[src/rtl/instruction_fetch_queue.sv]
// Fetch unit: issues one PC-addressed memory request at a time and queues {instr, pc}
// in a prefetch FIFO whose head is offered to decode; a stalled head holds, redirect flushes.
module instruction_fetch_queue #(
  parameter int                     PC_WIDTH = 32,
  parameter int                     IWIDTH   = 32,
  parameter int                     QDEPTH   = 4,
  parameter logic [PC_WIDTH-1:0]    RESET_PC = '0,
  parameter logic [PC_WIDTH-1:0]    PC_STEP  = PC_WIDTH'(4)
) (
  input  logic                      f_clk,
  input  logic                      f_rst,
  input  logic                      f_i_ce,
  input  logic                      f_i_redirect,
  input  logic [PC_WIDTH-1:0]       f_i_redirect_pc,
  output logic                      f_o_req,
  output logic [PC_WIDTH-1:0]       f_o_addr,
  input  logic                      f_i_ack,
  input  logic [IWIDTH-1:0]         f_i_instr,
  output logic                      f_o_ce,
  output logic [IWIDTH-1:0]         f_o_instr,
  output logic [PC_WIDTH-1:0]       f_o_pc,
  input  logic                      f_i_stall,
  output logic [$clog2(QDEPTH):0]   f_o_count
);

  localparam int AW = $clog2(QDEPTH);
  localparam int CW = AW + 1;
  localparam logic [CW-1:0] DEPTH_C = CW'(QDEPTH);

  typedef enum logic [1:0] {S_IDLE, S_WAIT, S_DROP} state_t;

  state_t              state;
  logic [PC_WIDTH-1:0] pc;
  logic [IWIDTH-1:0]   q_instr [QDEPTH];
  logic [PC_WIDTH-1:0] q_pc    [QDEPTH];
  logic [AW-1:0]       rd_ptr;
  logic [AW-1:0]       wr_ptr;
  logic [CW-1:0]       count;
  logic                push;
  logic                pop;
  logic                issue;

  // Issue only from IDLE, so the outstanding slot is already reflected in the count test.
  always_comb begin
    push  = (state == S_WAIT) && f_i_ack && !f_i_redirect;
    pop   = (count != '0) && !f_i_stall && !f_i_redirect;
    issue = (state == S_IDLE) && f_i_ce && !f_i_redirect && (count < DEPTH_C);
  end

  always_ff @(posedge f_clk) begin
    if (f_rst) begin
      state    <= S_IDLE;
      pc       <= RESET_PC;
      f_o_req  <= 1'b0;
      f_o_addr <= '0;
      rd_ptr   <= '0;
      wr_ptr   <= '0;
      count    <= '0;
    end else begin
      f_o_req  <= issue;
      f_o_addr <= issue ? pc : '0;

      // An ack in DROP retires the stale request even if another redirect arrives.
      case (state)
        S_IDLE:  if (issue) state <= S_WAIT;
        S_WAIT:  if (f_i_ack) state <= S_IDLE;
                 else if (f_i_redirect) state <= S_DROP;
        S_DROP:  if (f_i_ack) state <= S_IDLE;
        default: state <= S_IDLE;
      endcase

      if (f_i_redirect) begin
        pc     <= f_i_redirect_pc;
        rd_ptr <= '0;
        wr_ptr <= '0;
        count  <= '0;
      end else begin
        if (push) begin
          wr_ptr <= wr_ptr + 1'b1;
          pc     <= pc + PC_STEP;
        end
        if (pop) rd_ptr <= rd_ptr + 1'b1;
        case ({push, pop})
          2'b10:   count <= count + 1'b1;
          2'b01:   count <= count - 1'b1;
          default: count <= count;
        endcase
      end
    end
  end

  // The fetch PC is unchanged while a request is outstanding, so it is the entry's PC.
  always_ff @(posedge f_clk) begin
    if (push) begin
      q_instr[wr_ptr] <= f_i_instr;
      q_pc[wr_ptr]    <= pc;
    end
  end

  assign f_o_count = count;
  assign f_o_ce    = (count != '0);
  assign f_o_instr = f_o_ce ? q_instr[rd_ptr] : '0;
  assign f_o_pc    = f_o_ce ? q_pc[rd_ptr] : '0;

endmodule

[config.mk]
export PLATFORM = sky130hd
export DESIGN_NAME = instruction_fetch_queue
export DESIGN_NICKNAME = d
export VERILOG_FILES = /design/src/rtl/instruction_fetch_queue.sv
export SDC_FILE = /design/constraint.sdc
export NUM_CORES = 1
export LEC_CHECK = 0
export ABC_AREA = 1
export BUFFER_PORTS_ARGS = -buffer_cell sky130_fd_sc_hd__buf_4
export CAP_MARGIN = 10
export CORE_MARGIN = 2
export CORE_UTILIZATION = 52
export DETAILED_ROUTE_END_ITERATION = 16
export PLACE_DENSITY_LB_ADDON = 0.08
export SLEW_MARGIN = 20
export SYNTH_ARGS = -nofsm -noshare
export SYNTH_HDL_FRONTEND = slang
export SYNTH_SLANG_ARGS = --single-unit
[constraint.sdc]
create_clock -name f_clk -period 4.36 [get_ports f_clk]
set_clock_uncertainty 0.1 [all_clocks]
set_input_delay 0.218 -clock f_clk [delete_from_list [all_inputs] [get_ports f_clk]]
set_output_delay 0.218 -clock f_clk [all_outputs]
set_load 0.02 [all_outputs]
==> results of run 1 <==
repair_timing:
action | CTS | global route
gates resized for setup | 0 | 0
hold buffers | 61 | 0
setup buffers | 0 | 0
hold endpoints to repair | 162 | 0
cell usage in the layout, fill, tap and decap left out, types with 3 or more instances in the layout:
cell type / synthesis / final
sky130_fd_sc_hd__nand2_1: 124 / 124
sky130_fd_sc_hd__a31oi_1: 9 / 9
sky130_fd_sc_hd__xor2_1: 11 / 11
sky130_fd_sc_hd__inv_1: 61 / 61
sky130_fd_sc_hd__a21oi_1: 100 / 100
sky130_fd_sc_hd__bufinv_16: 0 / 3
sky130_fd_sc_hd__o21ai_0: 151 / 151
sky130_fd_sc_hd__nand3_1: 28 / 28
sky130_fd_sc_hd__edfxtp_1: 256 / 256
sky130_fd_sc_hd__ha_1: 6 / 6
sky130_fd_sc_hd__nand2_2: 3 / 3
sky130_fd_sc_hd__nor2_1: 343 / 339
sky130_fd_sc_hd__dlygate4sd3_1: 0 / 61
sky130_fd_sc_hd__clkbuf_1: 25 / 6
sky130_fd_sc_hd__buf_4: 0 / 177
sky130_fd_sc_hd__nor2_2: 7 / 7
sky130_fd_sc_hd__inv_2: 4 / 3
sky130_fd_sc_hd__buf_12: 0 / 6
sky130_fd_sc_hd__dfxtp_1: 76 / 74
sky130_fd_sc_hd__nor2_4: 4 / 8
sky130_fd_sc_hd__clkinv_2: 0 / 6
sky130_fd_sc_hd__o21ai_1: 7 / 7
sky130_fd_sc_hd__clkinv_1: 0 / 8
sky130_fd_sc_hd__clkbuf_16: 0 / 37
sky130_fd_sc_hd__nor3_1: 4 / 3
path summary, 6_finish.rpt:
path | start | end | cells past startpoint | slack (ns)
max | flip-flop | f_o_pc[15] | 6 | 1.19
min | f_i_redirect_pc[26] | pc[26] | 5 | 0.02
max reg2reg | state[0] | q_instr[3][29] | 6 | 1.84
min reg2reg | rd_ptr[1] | flip-flop | 2 | 0.38
kinds of logic after synthesis:
group | count (synthesis) | share of synthesized area, %
and+or+nand+nor | 520 | 15.55
DFF | 332 | 68.97
AOI/OAI and AO/OA | 269 | 10.21
buffers and inverters | 127 | 3.842
xor gates and xnor gates | 11 | 0.7215
adders and majority gates | 7 | 0.7121
routing by layer:
layer / up-vias / routed length (um) / global-route usage [%]
met3: 62 / 1787 / 3.131
met2: 341 / 15010 / 38.91
li1: 4748 / - / -
met1: 4641 / 13880 / 32.12
met4: 0 / 844 / 7.815
met5: - / 0 / 0
sequential cells by signal, indices dropped and copies added (netlist names), named ones only:
signal     flops
q_pc         128
f_o_addr      32
state          2
rd_ptr         2
pc            32
f_o_count      3
f_o_req        1
q_instr      128
wr_ptr         2
stage by stage:
stage                     util (%)  setup slack (ns)  power (mW)
after global routing         66.37            0.9677       6.832
after global placement       59.52             1.705       3.773
final                        66.37             1.188       6.626
after CTS                    66.37             1.172       6.678
after floorplan                  -            0.2754       3.646
after detailed placement     59.52             1.722       3.777
worst min-delay path, delay by kind of cell:
kind | cells | cell delay [ns]
AO/OA/AOI/OAI | 2 | 0.12
AND/OR/NAND/NOR | 1 | 0.05
buffers and inverters | 2 | 0.16
cell type report:
| cell class | instances | area, um^2 | share of cell area, % |
|---|---|---|---|
| multi-input combinational | 807 | 3666 | 21.93 |
| clock inverter | 17 | 153.9 | 0.9208 |
| clock buffer | 44 | 962.2 | 5.757 |
| tap | 330 | 412.9 | 2.470 |
| inverter | 65 | 245.2 | 1.467 |
| sequential | 332 | 9214 | 55.13 |
| timing repair buffer | 244 | 2059 | 12.32 |
power groups by stage:
stage,Clock [mW],Combinational (mW),Sequential [mW]
after global routing,3.05,0.294,3.49
after floorplan,0,0.108,3.54
after global placement,0,0.220,3.55
after CTS,2.92,0.266,3.49
final,2.87,0.267,3.49
after detailed placement,0,0.223,3.55
==> results.md, run 1 <==
- The flow ran to the end, and the final reports show no timing, DRC or antenna violations.
- The required time reported for the critical path endpoint is 4.04 ns.
- Measured along the y axis, the die boundary spans 164.2 um.
- The register bit total from synthesis is 332.
- The maximum number of pins on one net before global-route repair is 85.
- The number of warnings issued by yosys is 0.
- Wires add up to 31520 um.
- The global-route wire length before repair is roughly 49000 um.
- Among all flip-flop cells after synthesis, the most frequent one is sky130_fd_sc_hd__edfxtp_1.
- IR analysis of the VDD net gives a maximum drop of 0.2348 mV.
- The type of the worst setup path is flip-flop to primary output.
- The final setup TNS is 0 ns.
- The library cell used as clock root buffer is sky130_fd_sc_hd__clkbuf_16.
- For this design the static power due to leakage is ~6.2 nW.
- The proportion of total power due to net switching is around a fifth.
- Clock tree synthesis inserted a total of 35 buffers.
- The combined buffer and inverter count along the critical path is 2.
- Setup repair after global routing left no endpoint under its margin.
- The number of cells in the finished layout apart from fillers is between 1500 and 2000.
- The CTS tree is built.
- Of the synthesized area, sequential elements account for between 60% and 70%.
- Of the post-synthesis cell area, the dominant cell type holds between 50% and 60%.
- Dividing the detail-routed wire length by the instance count gives roughly 17 um.
- The detailed router placed 9792 vias in this run.
- The floorplan step defined a die boundary enclosing between 20000 and 30000 um^2.
- The via-per-instance ratio is 5.325.
- The max-slew violation count is 0.
- The worst setup path is captured at a primary output.
- The cell area that synthesis handed to floorplanning was 13350 um^2.
- The worst slew slack as a fraction of its limit is around 30%.
- The number of clock sinks seen by CTS is around 330.
- The number of flops mapped to enable cells by yosys is about 260.
- In the post-synthesis netlist, the biggest area contributors are sky130_fd_sc_hd__edfxtp_1 58%, sky130_fd_sc_hd__dfxtp_1 11%, sky130_fd_sc_hd__nor2_1 9.6%.
- The number of diodes added for antenna fixing is 0.
- The total of endpoints with negative setup slack in the final report is 0.
- The power density relative to cell area is 396.4 nW/um^2.
- The most common cell in the netlist is sky130_fd_sc_hd__nor2_1.
- The clock transition at the register clock pins on the worst setup and hold paths after CTS is 0.06 ns.
- The post-detailed-route DRC marker count is 0.
- Routability-driven placement finished with a final weighted congestion of between 0.9 and 1.
- The floorplan step set the die width to 164.2 um.
- Sorting the synthesized cells by how often they occur yields 343 x sky130_fd_sc_hd__nor2_1, 256 x sky130_fd_sc_hd__edfxtp_1, 151 x sky130_fd_sc_hd__o21ai_0, 124 x sky130_fd_sc_hd__nand2_1, 100 x sky130_fd_sc_hd__a21oi_1.
- Pin placement for this block handled around 170 I/O pins.
- At the worst endpoint, the arrival time is 2.85 ns.
- The area growth from synthesis to layout is 25.17%.
- Counting I/O delays and the setup requirement, the final critical path takes ~3.2 ns.
- The net count reported at finish is 1562.
- Counting along the longest clock path gives a buffer depth of 3.
- The initial antenna violation count is 0.
- The maximum fanout along the worst path is between 80 and 90.
- The leftover overflow at the end of global routing is 0.
- The startpoint class of the critical path is a flip-flop.
- The placed standard-cell area is around 15000 um^2.
- Global routing consumed, over all layers together, between 20% and 30% of the routing resources.
- A synthesized cell averages 10.55 um^2.
- The transition at the pin with the smallest max-transition slack is approximately 1.1 ns.
- In this run the core area contains 58 standard-cell rows.
- The H-tree depth reported by CTS is 2.
- The core region is 25180 um^2.
- The HPWL after detailed placement is 18270 um.
- The largest total area in the synthesized netlist belongs to sky130_fd_sc_hd__edfxtp_1.
- The number of unique standard cell types used by synthesis is 29.
- The starting utilization of the core area is between 50 and 60%.
- The cell class contributing the biggest share of worst-path delay is flip-flops.
- The share of total power dissipated in combinational logic is 4.0%.
- The number of max-cap violations is 0.
- The final design instance area without fill is 16710 um^2.
- The fraction of power consumed by the clock network is 43.3%.
- Clock latency on the worst-skew pair, taken at its later pin, is approximately 0.50 ns.
- After the first detailed-routing iteration, the DRC count stood at 839.
- The count of placed standard cells including taps is roughly 1700.
- The number of detailed-routing iterations run before antenna repair is 5.
- Dividing the final minimum period by the clock period gives 72.75%.
- The proportion of synthesized flip-flops having asynchronous set or reset is 0%.
- The tightest hold path in the finished design has a slack of between 0.015 and 0.02 ns.
- The synthesized netlist net count is about 1300.
- The final number of hold-violating endpoints is 0.
- The delay of the slowest cell on the worst path is about 0.96 ns.
- The internal power is 5.298 mW.
- The via count of the first global-routing pass is ~9500.
- The critical path goes through buf_4 > nor2_1 > nor2_1 > o21ai_0 > a21oi_1 > buf_4.
- Fill cells in the final layout number 1916.
- The remaining number of nets flagged by the antenna check after routing is 0.
- The tightest min-delay check is of the input port to flip-flop type.
- The net switching power is roughly 1.3 mW.
- On the critical path, the stage with the largest delay is an instance of sky130_fd_sc_hd__dfxtp_4.
- Counting every instance in the synthesized netlist gives about 1300.
- The share of layout cells above drive strength 1 is 17.23%.
- The proportion of power drawn by flip-flops and latches is 52.7%.
- The number of input and output port buffers inserted is 170.
- The achievable frequency is ~320 MHz.
No activity file was read; power rests on OpenSTA's default activity.
==> inputs of run 2 (changes only) <==
--- a/config.mk
+++ b/config.mk
@@ -9,7 +9,7 @@
 export BUFFER_PORTS_ARGS = -buffer_cell sky130_fd_sc_hd__buf_4
 export CAP_MARGIN = 10
 export CORE_MARGIN = 2
-export CORE_UTILIZATION = 52
+export CORE_UTILIZATION = 58
 export DETAILED_ROUTE_END_ITERATION = 16
 export PLACE_DENSITY_LB_ADDON = 0.08
 export SLEW_MARGIN = 20
==> constraint.sdc (replaced) <==
create_clock -name f_clk -period 3.3 [get_ports f_clk]
set_clock_uncertainty 0.1 [all_clocks]
set_input_delay 0.165 -clock f_clk [delete_from_list [all_inputs] [get_ports f_clk]]
set_output_delay 0.165 -clock f_clk [all_outputs]
set_load 0.02 [all_outputs]
==> run 2 against run 1 <==
Sequential cell count unchanged. Critical path depth shrank 1. Utilization up 7.5 points. Count of clock-buffer cells in the layout is 1 lower. Final cell count shrank 2.0%. Die area down 10%. Highest routed layer unchanged.
==> results.md, run 2 (synthesis gave the netlist of run 1 again) <==
- Biggest registers after layout: q_instr x128, q_pc x128 (unchanged).
- The most frequent standard cell in the layout excluding fill and tap cells is sky130_fd_sc_hd__nor2_1 (unchanged).
- The starting utilization of the core area is 58.98% (was 53.03%).
- The DRC marker count from the first detailed-route iteration is 693 (was 839).
- The die boundary height is 155.7 um (was 164.2 um).
- The TritonCTS buffer count came to 34 (was 35).
- The net count reported at finish is 1572 (was 1562).
- Based on the critical path, the design can be clocked at up to 375.0 MHz.
- The sum of internal, switching and leakage power was 8.649 mW (was 6.626 mW).
- The clock period could shrink to 2.667 ns.
- The worst-skew pair later-pin latency is 0.51 ns (was 0.50 ns).
- The total leakage power is 6.223 nW (was 6.189 nW).
- The total detailed-routing wirelength is 30520 um (was 31520 um).
- The transition at the pin with the smallest max-transition slack is 0.8516 ns (was 1.056 ns).
- The H-tree depth reported by CTS was 2 (unchanged).
- The global-route wire length before repair is 47840 um (was 48930 um).
- The post-detailed-route DRC marker count is 0 (unchanged).
- The internal power is 6.914 mW (was 5.298 mW).
- The post-route clock period utilization is between 80% and 90%.
- The largest buffer count on any clock path is 3 (unchanged).
- The clock transition at the register clock pins on the worst setup and hold paths after CTS came to 0.06 ns (about the same).
- The final number of hold-violating endpoints was 0 (unchanged).
- The total of endpoints with negative setup slack in the final report is 0 (unchanged).
- The number of input and output port buffers inserted came to 170 (unchanged).
- The CTS tree is built (unchanged).
- The library cell used as clock root buffer is sky130_fd_sc_hd__clkbuf_16 (unchanged).
- The via-per-instance ratio is 5.414 (was 5.325).
- The proportion of power drawn by flip-flops and latches came to 53.2% (was 52.7%).
- The final weighted congestion of routability-driven global placement is 0.9387 (was 0.9145).
- The worst vdd rail ir drop was 0.3803 mV (was 0.2348 mV).
- The post-placement worst setup slack is 0.9583 ns (was 1.722 ns).
- The proportion of total power due to net switching was 20.06% (was 20.04%).
- Critical-path cell list: clkinv_2 > buf_4 > o21ai_0 > a21oi_1 > buf_4 (was buf_4 > nor2_1 > nor2_1 > o21ai_0 > a21oi_1 > buf_4).
- The required time reported for the critical path endpoint was 3.03 ns (was 4.04 ns).
- The worst-path cell with the longest stage delay is sky130_fd_sc_hd__buf_4 (was sky130_fd_sc_hd__dfxtp_4).
- Outcome: finished, final reports clean (unchanged).
- The max-slew violation count is 0 (unchanged).
- The maximum fanout along the worst path is 42 (was 84).
- The die footprint was 24250 um^2 (was 26980 um^2).
- The net switching power is 1.735 mW (was 1.328 mW).
- The via count of the first global-routing pass is 9453 (was 9505).
- The number of standard-cell rows in the floorplan is 55 (was 58).
- The delay of the slowest cell on the worst path was 0.46 ns (was 0.96 ns).
- The worst slew slack as a fraction of its limit is 43.22% (was 29.54%).
- The floorplan die width is 155.7 um (was 164.2 um).
- The number of max-cap violations is 0 (unchanged).
- Most frequent cells in the layout: 339 x sky130_fd_sc_hd__nor2_1, 256 x sky130_fd_sc_hd__edfxtp_1, 175 x sky130_fd_sc_hd__buf_4 (was 339 x sky130_fd_sc_hd__nor2_1, 256 x sky130_fd_sc_hd__edfxtp_1, 177 x sky130_fd_sc_hd__buf_4).
- The area of the core was 22640 um^2 (was 25180 um^2).
- The critical path endpoint category is a primary output (unchanged).
- The remaining number of nets flagged by the antenna check after routing came to 0 (unchanged).
- The startpoint class of the critical path is a flip-flop (unchanged).
- The number of I/O pins is 171 (unchanged).
- The power density relative to cell area was 516.8 nW/um^2 (was 396.4 nW/um^2).
- The number of detailed-routing iterations run before antenna repair is 5 (unchanged).
- The share of layout cells above drive strength 1 came to 17.01% (was 17.23%).
- The mean routed wirelength per cell is 16.94 um (was 17.14 um).
- The maximum number of pins on one net before global-route repair is 129 (was 85).
- The number of clock sinks seen by CTS is 332 (unchanged).
- The type of the worst min-delay path is input port to flip-flop (unchanged).
- The share of power burned in combinational logic is 4.3% (was 4.0%).
- The data arrival time at the worst-slack endpoint came to 2.40 ns (was 2.85 ns).
- The final cell utilization of the core was 73.92% (was 66.37%).
- The HPWL after detailed placement is 16760 um (was 18270 um).
- The initial antenna violation count is 0 (unchanged).
- The area overhead of the layout relative to synthesis came to 25.34% (was 25.17%).
- The worst hold slack after final layout is 0.01679 ns (was 0.01677 ns).
- The worst path setup slack after routing is 0.6330 ns (was 1.188 ns).
- The leftover overflow at the end of global routing is 0 (unchanged).
- The total vias in the final route is 9756 (was 9792).
- RSZ-0062 raised after global routing: false (unchanged).
- The number of diodes added for antenna fixing was 0 (unchanged).
- The cell repeated most along the worst path is sky130_fd_sc_hd__buf_4.
- The type of the worst setup path is flip-flop to primary output (unchanged).
- The fraction of power consumed by the clock network is 42.5% (was 43.3%).
- The overall fraction of global-route tracks in use is 25.34% (was 23.46%).
-- run 2: cell type report --
class	count	area, um^2
inverters	65	245.2
well taps	285	356.6
flip-flops and latches	332	9214
repair buffers	255	2185
fillers	1538	5904
clock buffers	43	915.9
clock inverters	15	153.9
multi-input cells	807	3666
-- run 2: power by group through the flow --
stage	clock network, mW	logic (mW)	registers, mW
floorplan	0	0.142	4.68
detailed placement	0	0.293	4.69
finish	3.68	0.368	4.61
global placement	0	0.288	4.69
global route	3.91	0.403	4.61
CTS	3.73	0.363	4.60
-- run 2: timing repair --
action,CTS,global route
hold buffers,73,0
gates resized for setup,0,0
endpoints found under the hold margin,168,0
buffers inserted,0,0
-- run 2: stage by stage --
stage	area [um^2]	cells	setup TNS [ns]
final	16740	1802	0
after CTS	16740	1802	0
after global placement	14940	1671	0
after detailed placement	14940	1671	0
after floorplan	13350	1266	-200.86
after global routing	16740	1802	0
-- run 2: final timing paths --
kind              depth (start not counted)  slack [ns]       endpoint                 from
setup / recovery                          5        0.63  f_o_instr[23]            flip-flop
hold / removal                            5        0.02         pc[13]  f_i_redirect_pc[13]
hold reg to reg                           2        0.36      flip-flop            rd_ptr[1]
setup reg to reg                          7        0.88          pc[8]                pc[3]
-- run 2: layer usage --
layer  up-vias  wire length [um]  track usage (%)  share of wire [%]
met5         -                 0                0                  0
met4         0               834            9.742                2.7
met3        62              2236            3.861                7.3
li1       4755                 -                -                  -
met2       394             14700            42.67                 48
met1      4545             12750            33.59                 42
-- run 2: critical path: cells and delay by family (launching register included) --
| family | cells | cell delay [ns] |
|---|---|---|
| buf+inv | 3 | 1.10 |
| compound gates | 2 | 0.40 |
| flops | 1 | 0.37 |
==> inputs of run 3 (changes only) <==
--- a/config.mk
+++ b/config.mk
@@ -5,11 +5,11 @@
 export SDC_FILE = /design/constraint.sdc
 export NUM_CORES = 1
 export LEC_CHECK = 0
-export ABC_AREA = 1
+export ABC_AREA = 0
 export BUFFER_PORTS_ARGS = -buffer_cell sky130_fd_sc_hd__buf_4
 export CAP_MARGIN = 10
 export CORE_MARGIN = 2
-export CORE_UTILIZATION = 58
+export CORE_UTILIZATION = 52
 export DETAILED_ROUTE_END_ITERATION = 16
 export PLACE_DENSITY_LB_ADDON = 0.08
 export SLEW_MARGIN = 20
==> constraint.sdc (replaced) <==
create_clock -name f_clk -period 2.45 [get_ports f_clk]
set_clock_uncertainty 0.1 [all_clocks]
set_input_delay 0.1225 -clock f_clk [delete_from_list [all_inputs] [get_ports f_clk]]
set_output_delay 0.1225 -clock f_clk [all_outputs]
set_load 0.02 [all_outputs]
==> run 3 against run 2 <==
Non-clock buffer count increased by 42. Die area up 7.5%. First-iteration DRC count fell by 10%. Combinational power up 32%. Critical endpoint is now pc[13]. Total power grew 35%. Highest routed layer unchanged. Synthesized cell count decreased by 39%. Sequential share of layout area fell by 0.41 points. Routed wire length decreased by 5.0%. Setup slack worse by 0.59 ns.
==> results.md, run 3 <==
- The floorplan die width came to 161.4 um (was 155.7 um).
- The number of unique standard cell types used by synthesis is 48 (was 29).
- The area of the core came to 24320 um^2 (was 22640 um^2).
- The data arrival time at the worst-slack endpoint was 2.74 ns (was 2.40 ns).
- Critical-path cell list: nand3b_1 > buf_4 > nor4_2 > buf_4 > xnor2_1 > a211oi_1 > dlygate4sd3_1 (was clkinv_2 > buf_4 > o21ai_0 > a21oi_1 > buf_4).
- The cell count after synthesis is 775 (was 1266).
- The required time reported for the critical path endpoint is 2.79 ns (was 3.03 ns).
- The type of the worst min-delay path is input port to flip-flop (unchanged).
- Tracing the worst setup path back leads to its startpoint at state[0].
- The total leakage power is 6.015 nW (was 6.223 nW).
- The achievable frequency is between 400 and 500 MHz.
- The H-tree depth reported by CTS is 2 (unchanged).
- The dominant combinational cell family by area after synthesis is multiplexers (was simple AND/OR/NAND/NOR gates).
- The total vias in the final route is 7959 (was 9756).
- The share of synthesized area occupied by flip-flops and latches is 71.44% (was 68.97%).
- The max-slew violation count is 0 (unchanged).
- The starting utilization of the core area was 53.00% (was 58.98%).
- The most frequently used flop master after synthesis was sky130_fd_sc_hd__edfxtp_1 (unchanged).
- The number of diodes added for antenna fixing is 0 (unchanged).
- The die boundary height is 161.4 um (was 155.7 um).
- The via-per-instance ratio is 5.617 (was 5.414).
- The number of warnings issued by yosys came to 0 (unchanged).
- The worst-path cell with the longest stage delay is sky130_fd_sc_hd__dlygate4sd3_1 (was sky130_fd_sc_hd__buf_4).
- The number of cells on the worst reg-to-reg path is 7 (unchanged).
- The area overhead of the layout relative to synthesis is 30.95% (was 25.34%).
- The post-synthesis adder-cell area fraction is 0.7377% (was 0.7121%).
- The worst vdd rail ir drop came to 0.4541 mV (was 0.3803 mV).
- The worst flop-to-flop path startpoint is state[0] (was pc[3]).
- The final number of hold-violating endpoints came to 0 (unchanged).
- The critical path endpoint is pc[13] (was f_o_instr[23]).
- The post-detailed-route DRC marker count came to 0 (unchanged).
- The die footprint came to 26060 um^2 (was 24250 um^2).
- The total setup buffers inserted after CTS is 0 (unchanged).
- The worst hold slack after final layout was 0.02611 ns (was 0.01679 ns).
- For the finished layout, the period the worst path requires is about 2.4 ns.
- The transition at the pin with the smallest max-transition slack is 0.6990 ns (was 0.8516 ns).
- The via count of the first global-routing pass is 8198 (was 9453).
- The terminus of the critical flop-to-flop path is pc[13] (was pc[8]).
- The netlist area before placement was 12890 um^2 (was 13350 um^2).
- The maximum fanout along the worst path is 8 (was 42).
- The net count reported at finish is 1144 (was 1572).
- The overall fraction of global-route tracks in use is 22.04% (was 25.34%).
- The initial antenna violation count was 0 (unchanged).
- The top-area cell type share of the netlist area was 59.64% (was 57.57%).
- The register bit total from synthesis is 332 (unchanged).
- The TritonCTS buffer count came to 36 (was 34).
- The number of flops mapped to enable cells by yosys is 256 (unchanged).
- The per-instance average area after synthesis came to 16.63 um^2 (was 10.55 um^2).
- The final critical path takes up between 90% and 100% of the cycle.
- The clock transition at the register clock pins on the worst setup and hold paths after CTS was 0.06 ns (about the same).
- The critical path endpoint category is a flip-flop (was primary output).
- The number of cells in the finished layout apart from fillers is 1417 (was 1802).
- The compound-cell area share of the yosys netlist is 3.184% (was 10.21%).
- The multiplexer area fraction after synthesis is 11.42% (was 0%).
- The worst slew slack as a fraction of its limit is 53.40% (was 43.22%).
- The cell taking the most area after synthesis is sky130_fd_sc_hd__edfxtp_1 (unchanged).
- The number of detailed-routing iterations run before antenna repair is 5 (unchanged).
- The number of max-cap violations came to 0 (unchanged).
- The mean routed wirelength per cell is 20.47 um (was 16.94 um).
- The type of the worst setup path is flip-flop to flip-flop (was flip-flop to primary output).
- The total detailed-routing wirelength is 29010 um (was 30520 um).
- The proportion of synthesized flip-flops having asynchronous set or reset is 0% (unchanged).
- The delay of the slowest cell on the worst path came to 0.57 ns (was 0.46 ns).
- The leftover overflow at the end of global routing is 0 (unchanged).
- The maximum number of pins on one net before global-route repair is 67 (was 129).
- Top post-synthesis cells by count: 256 x sky130_fd_sc_hd__edfxtp_1, 95 x sky130_fd_sc_hd__and2_1, 76 x sky130_fd_sc_hd__dfxtp_1, 64 x sky130_fd_sc_hd__mux4_2, 40 x sky130_fd_sc_hd__nor2_1 (was 343 x sky130_fd_sc_hd__nor2_1, 256 x sky130_fd_sc_hd__edfxtp_1, 151 x sky130_fd_sc_hd__o21ai_0, 124 x sky130_fd_sc_hd__nand2_1, 100 x sky130_fd_sc_hd__a21oi_1).
- The basic-gate share of the synthesized area counting and, or, nand and nor cells is 10.61% (was 15.55%).
- The remaining number of nets flagged by the antenna check after routing is 0 (unchanged).
- The power density relative to cell area came to 691.5 nW/um^2 (was 516.8 nW/um^2).
- The largest buffer count on any clock path is 3 (unchanged).
- The global-route wire length before repair is 44470 um (was 47840 um).
- The synthesized-area fraction occupied by xor and xnor cells is 0.9513% (was 0.7215%).
- The slack of the worst reg-to-reg path came to 0.04 ns (was 0.88 ns).
- The count of placed standard cells including taps is 1269 (was 1671).
- The cell repeated most along the worst path was sky130_fd_sc_hd__buf_4 (unchanged).
- The startpoint class of the critical path is a flip-flop (unchanged).
- The most frequent standard cell in the layout excluding fill and tap cells was sky130_fd_sc_hd__edfxtp_1 (was sky130_fd_sc_hd__nor2_1).
- The number of standard-cell rows in the floorplan is 57 (was 55).
- The number of input and output port buffers inserted came to 170 (unchanged).
- The total of endpoints with negative setup slack in the final report came to 0 (unchanged).
- The number of I/O pins came to 171 (unchanged).
- Outcome: finished, final reports clean (unchanged).
- The most common cell in the netlist is sky130_fd_sc_hd__edfxtp_1 (was sky130_fd_sc_hd__nor2_1).
- Ranking of synthesized cells by area: sky130_fd_sc_hd__edfxtp_1 60%, sky130_fd_sc_hd__dfxtp_1 12%, sky130_fd_sc_hd__mux4_2 11% (was sky130_fd_sc_hd__edfxtp_1 58%, sky130_fd_sc_hd__dfxtp_1 11%, sky130_fd_sc_hd__nor2_1 9.6%).
- The worst-skew pair later-pin latency is 0.50 ns (was 0.51 ns).
- The CTS tree is built (unchanged).
- The synthesized netlist net count is 852 (was 1343).
- Biggest registers after layout: q_instr x128, q_pc x128 (unchanged).
- The sum of internal, switching and leakage power is 11.67 mW (was 8.649 mW).
- The DRC marker count from the first detailed-route iteration is 622 (was 693).
- The share of layout cells above drive strength 1 is 31.38% (was 17.01%).
- The number of clock sinks seen by CTS came to 332 (unchanged).
- The library cell used as clock root buffer is sky130_fd_sc_hd__clkbuf_16 (unchanged).
- The final weighted congestion of routability-driven global placement is 0.8483 (was 0.9387).
- The HPWL after detailed placement came to 18160 um (was 16760 um).
- RSZ-0062 raised after global routing: true (was false).
- Most frequent cells in the layout: 256 x sky130_fd_sc_hd__edfxtp_1, 201 x sky130_fd_sc_hd__buf_4, 95 x sky130_fd_sc_hd__and2_1 (was 339 x sky130_fd_sc_hd__nor2_1, 256 x sky130_fd_sc_hd__edfxtp_1, 175 x sky130_fd_sc_hd__buf_4).
## run 3: cell types whose count changed after synthesis, moves of 25 or more
cell	before	now
sky130_fd_sc_hd__nor2_1	343	40
sky130_fd_sc_hd__o21ai_0	151	9
sky130_fd_sc_hd__nand2_1	124	23
sky130_fd_sc_hd__and2_1	2	95
sky130_fd_sc_hd__a21oi_1	100	11
sky130_fd_sc_hd__mux4_2	0	64
sky130_fd_sc_hd__inv_1	61	12
sky130_fd_sc_hd__buf_2	28	3
## run 3: power breakdown
part | switching, mW | internal (mW) | leakage, nW
Combinational | 0.226 | 0.260 | 2.52
Sequential | 0.0788 | 6.12 | 2.96
Clock | 2.02 | 2.96 | 0.535
## run 3: repair_timing
action | in CTS | in global routing
hold endpoints to repair | 166 | 0
resized for setup | 0 | 9
setup endpoints to repair | 0 | 18
hold buffers | 83 | 0
## run 3: final cells by class
class	instances	area, um^2
Clock buffer	50	1005
Clock inverter	14	92.59
Fill cell	1600	7441
Inverter	13	48.80
Multi-Input combinational cell	387	3497
Sequential cell	332	9223
Tap cell	324	405.4
Timing Repair Buffer	297	2608
## run 3: critical path: cells and delay by family, from the launching register on
family                 cells  cell delay [ns]
buffers and inverters      3             1.00
AND/OR/NAND/NOR            2             0.51
AO/OA/AOI/OAI              1             0.23
XOR/XNOR                   1             0.07
flip-flops                 1             0.43
## run 3: kinds of logic after synthesis
group | Yosys count
xor+xnor | 14
simple gates | 241
compound gates | 58
flops | 332
mux | 67
fa+ha+maj | 7
buf+inv | 56
## run 3: worst min-delay path by stage
stage                   from             end  cells past startpoint  slack, ns
6_report        f_i_redirect       rd_ptr[1]                      5       0.03
5_1_grt         f_i_redirect       rd_ptr[1]                      5       0.06
4_1_cts         f_i_redirect       rd_ptr[1]                      5       0.02
3_5_place_dp   f_i_instr[10]  q_instr[1][10]                      1       0.23
3_3_place_gp   f_i_instr[30]  q_instr[3][30]                      1       0.22
2_1_floorplan        f_i_ack        state[1]                      1       0.10
## run 3: per-stage QoR
| stage | setup TNS (ns) | utilization, % | setup slack [ns] | cell area, um^2 |
|---|---|---|---|---|
| final | 0 | 69.40 | 0.04238 | 16880 |
| after CTS | 0 | 69.20 | 0.01125 | 16830 |
| after global routing | -0.03860 | 69.40 | -0.03860 | 16880 |
| after floorplan | 0 | - | 0.04812 | 12890 |
| after detailed placement | 0 | 61.27 | 0.1669 | 14900 |
| after global placement | 0 | 61.27 | 0.2824 | 14900 |
## run 3: routing by layer
metal  part of all wire, %  GRT usage, %  routed length [um]  vias up
met1                    41         29.31               11870     4020
li1                      -             -                   -     3595
met5                     0             0                   0        -
met3                   6.3         4.058                1814       37
met4                   1.7         5.032                 488        0
met2                    51         38.15               14840      307
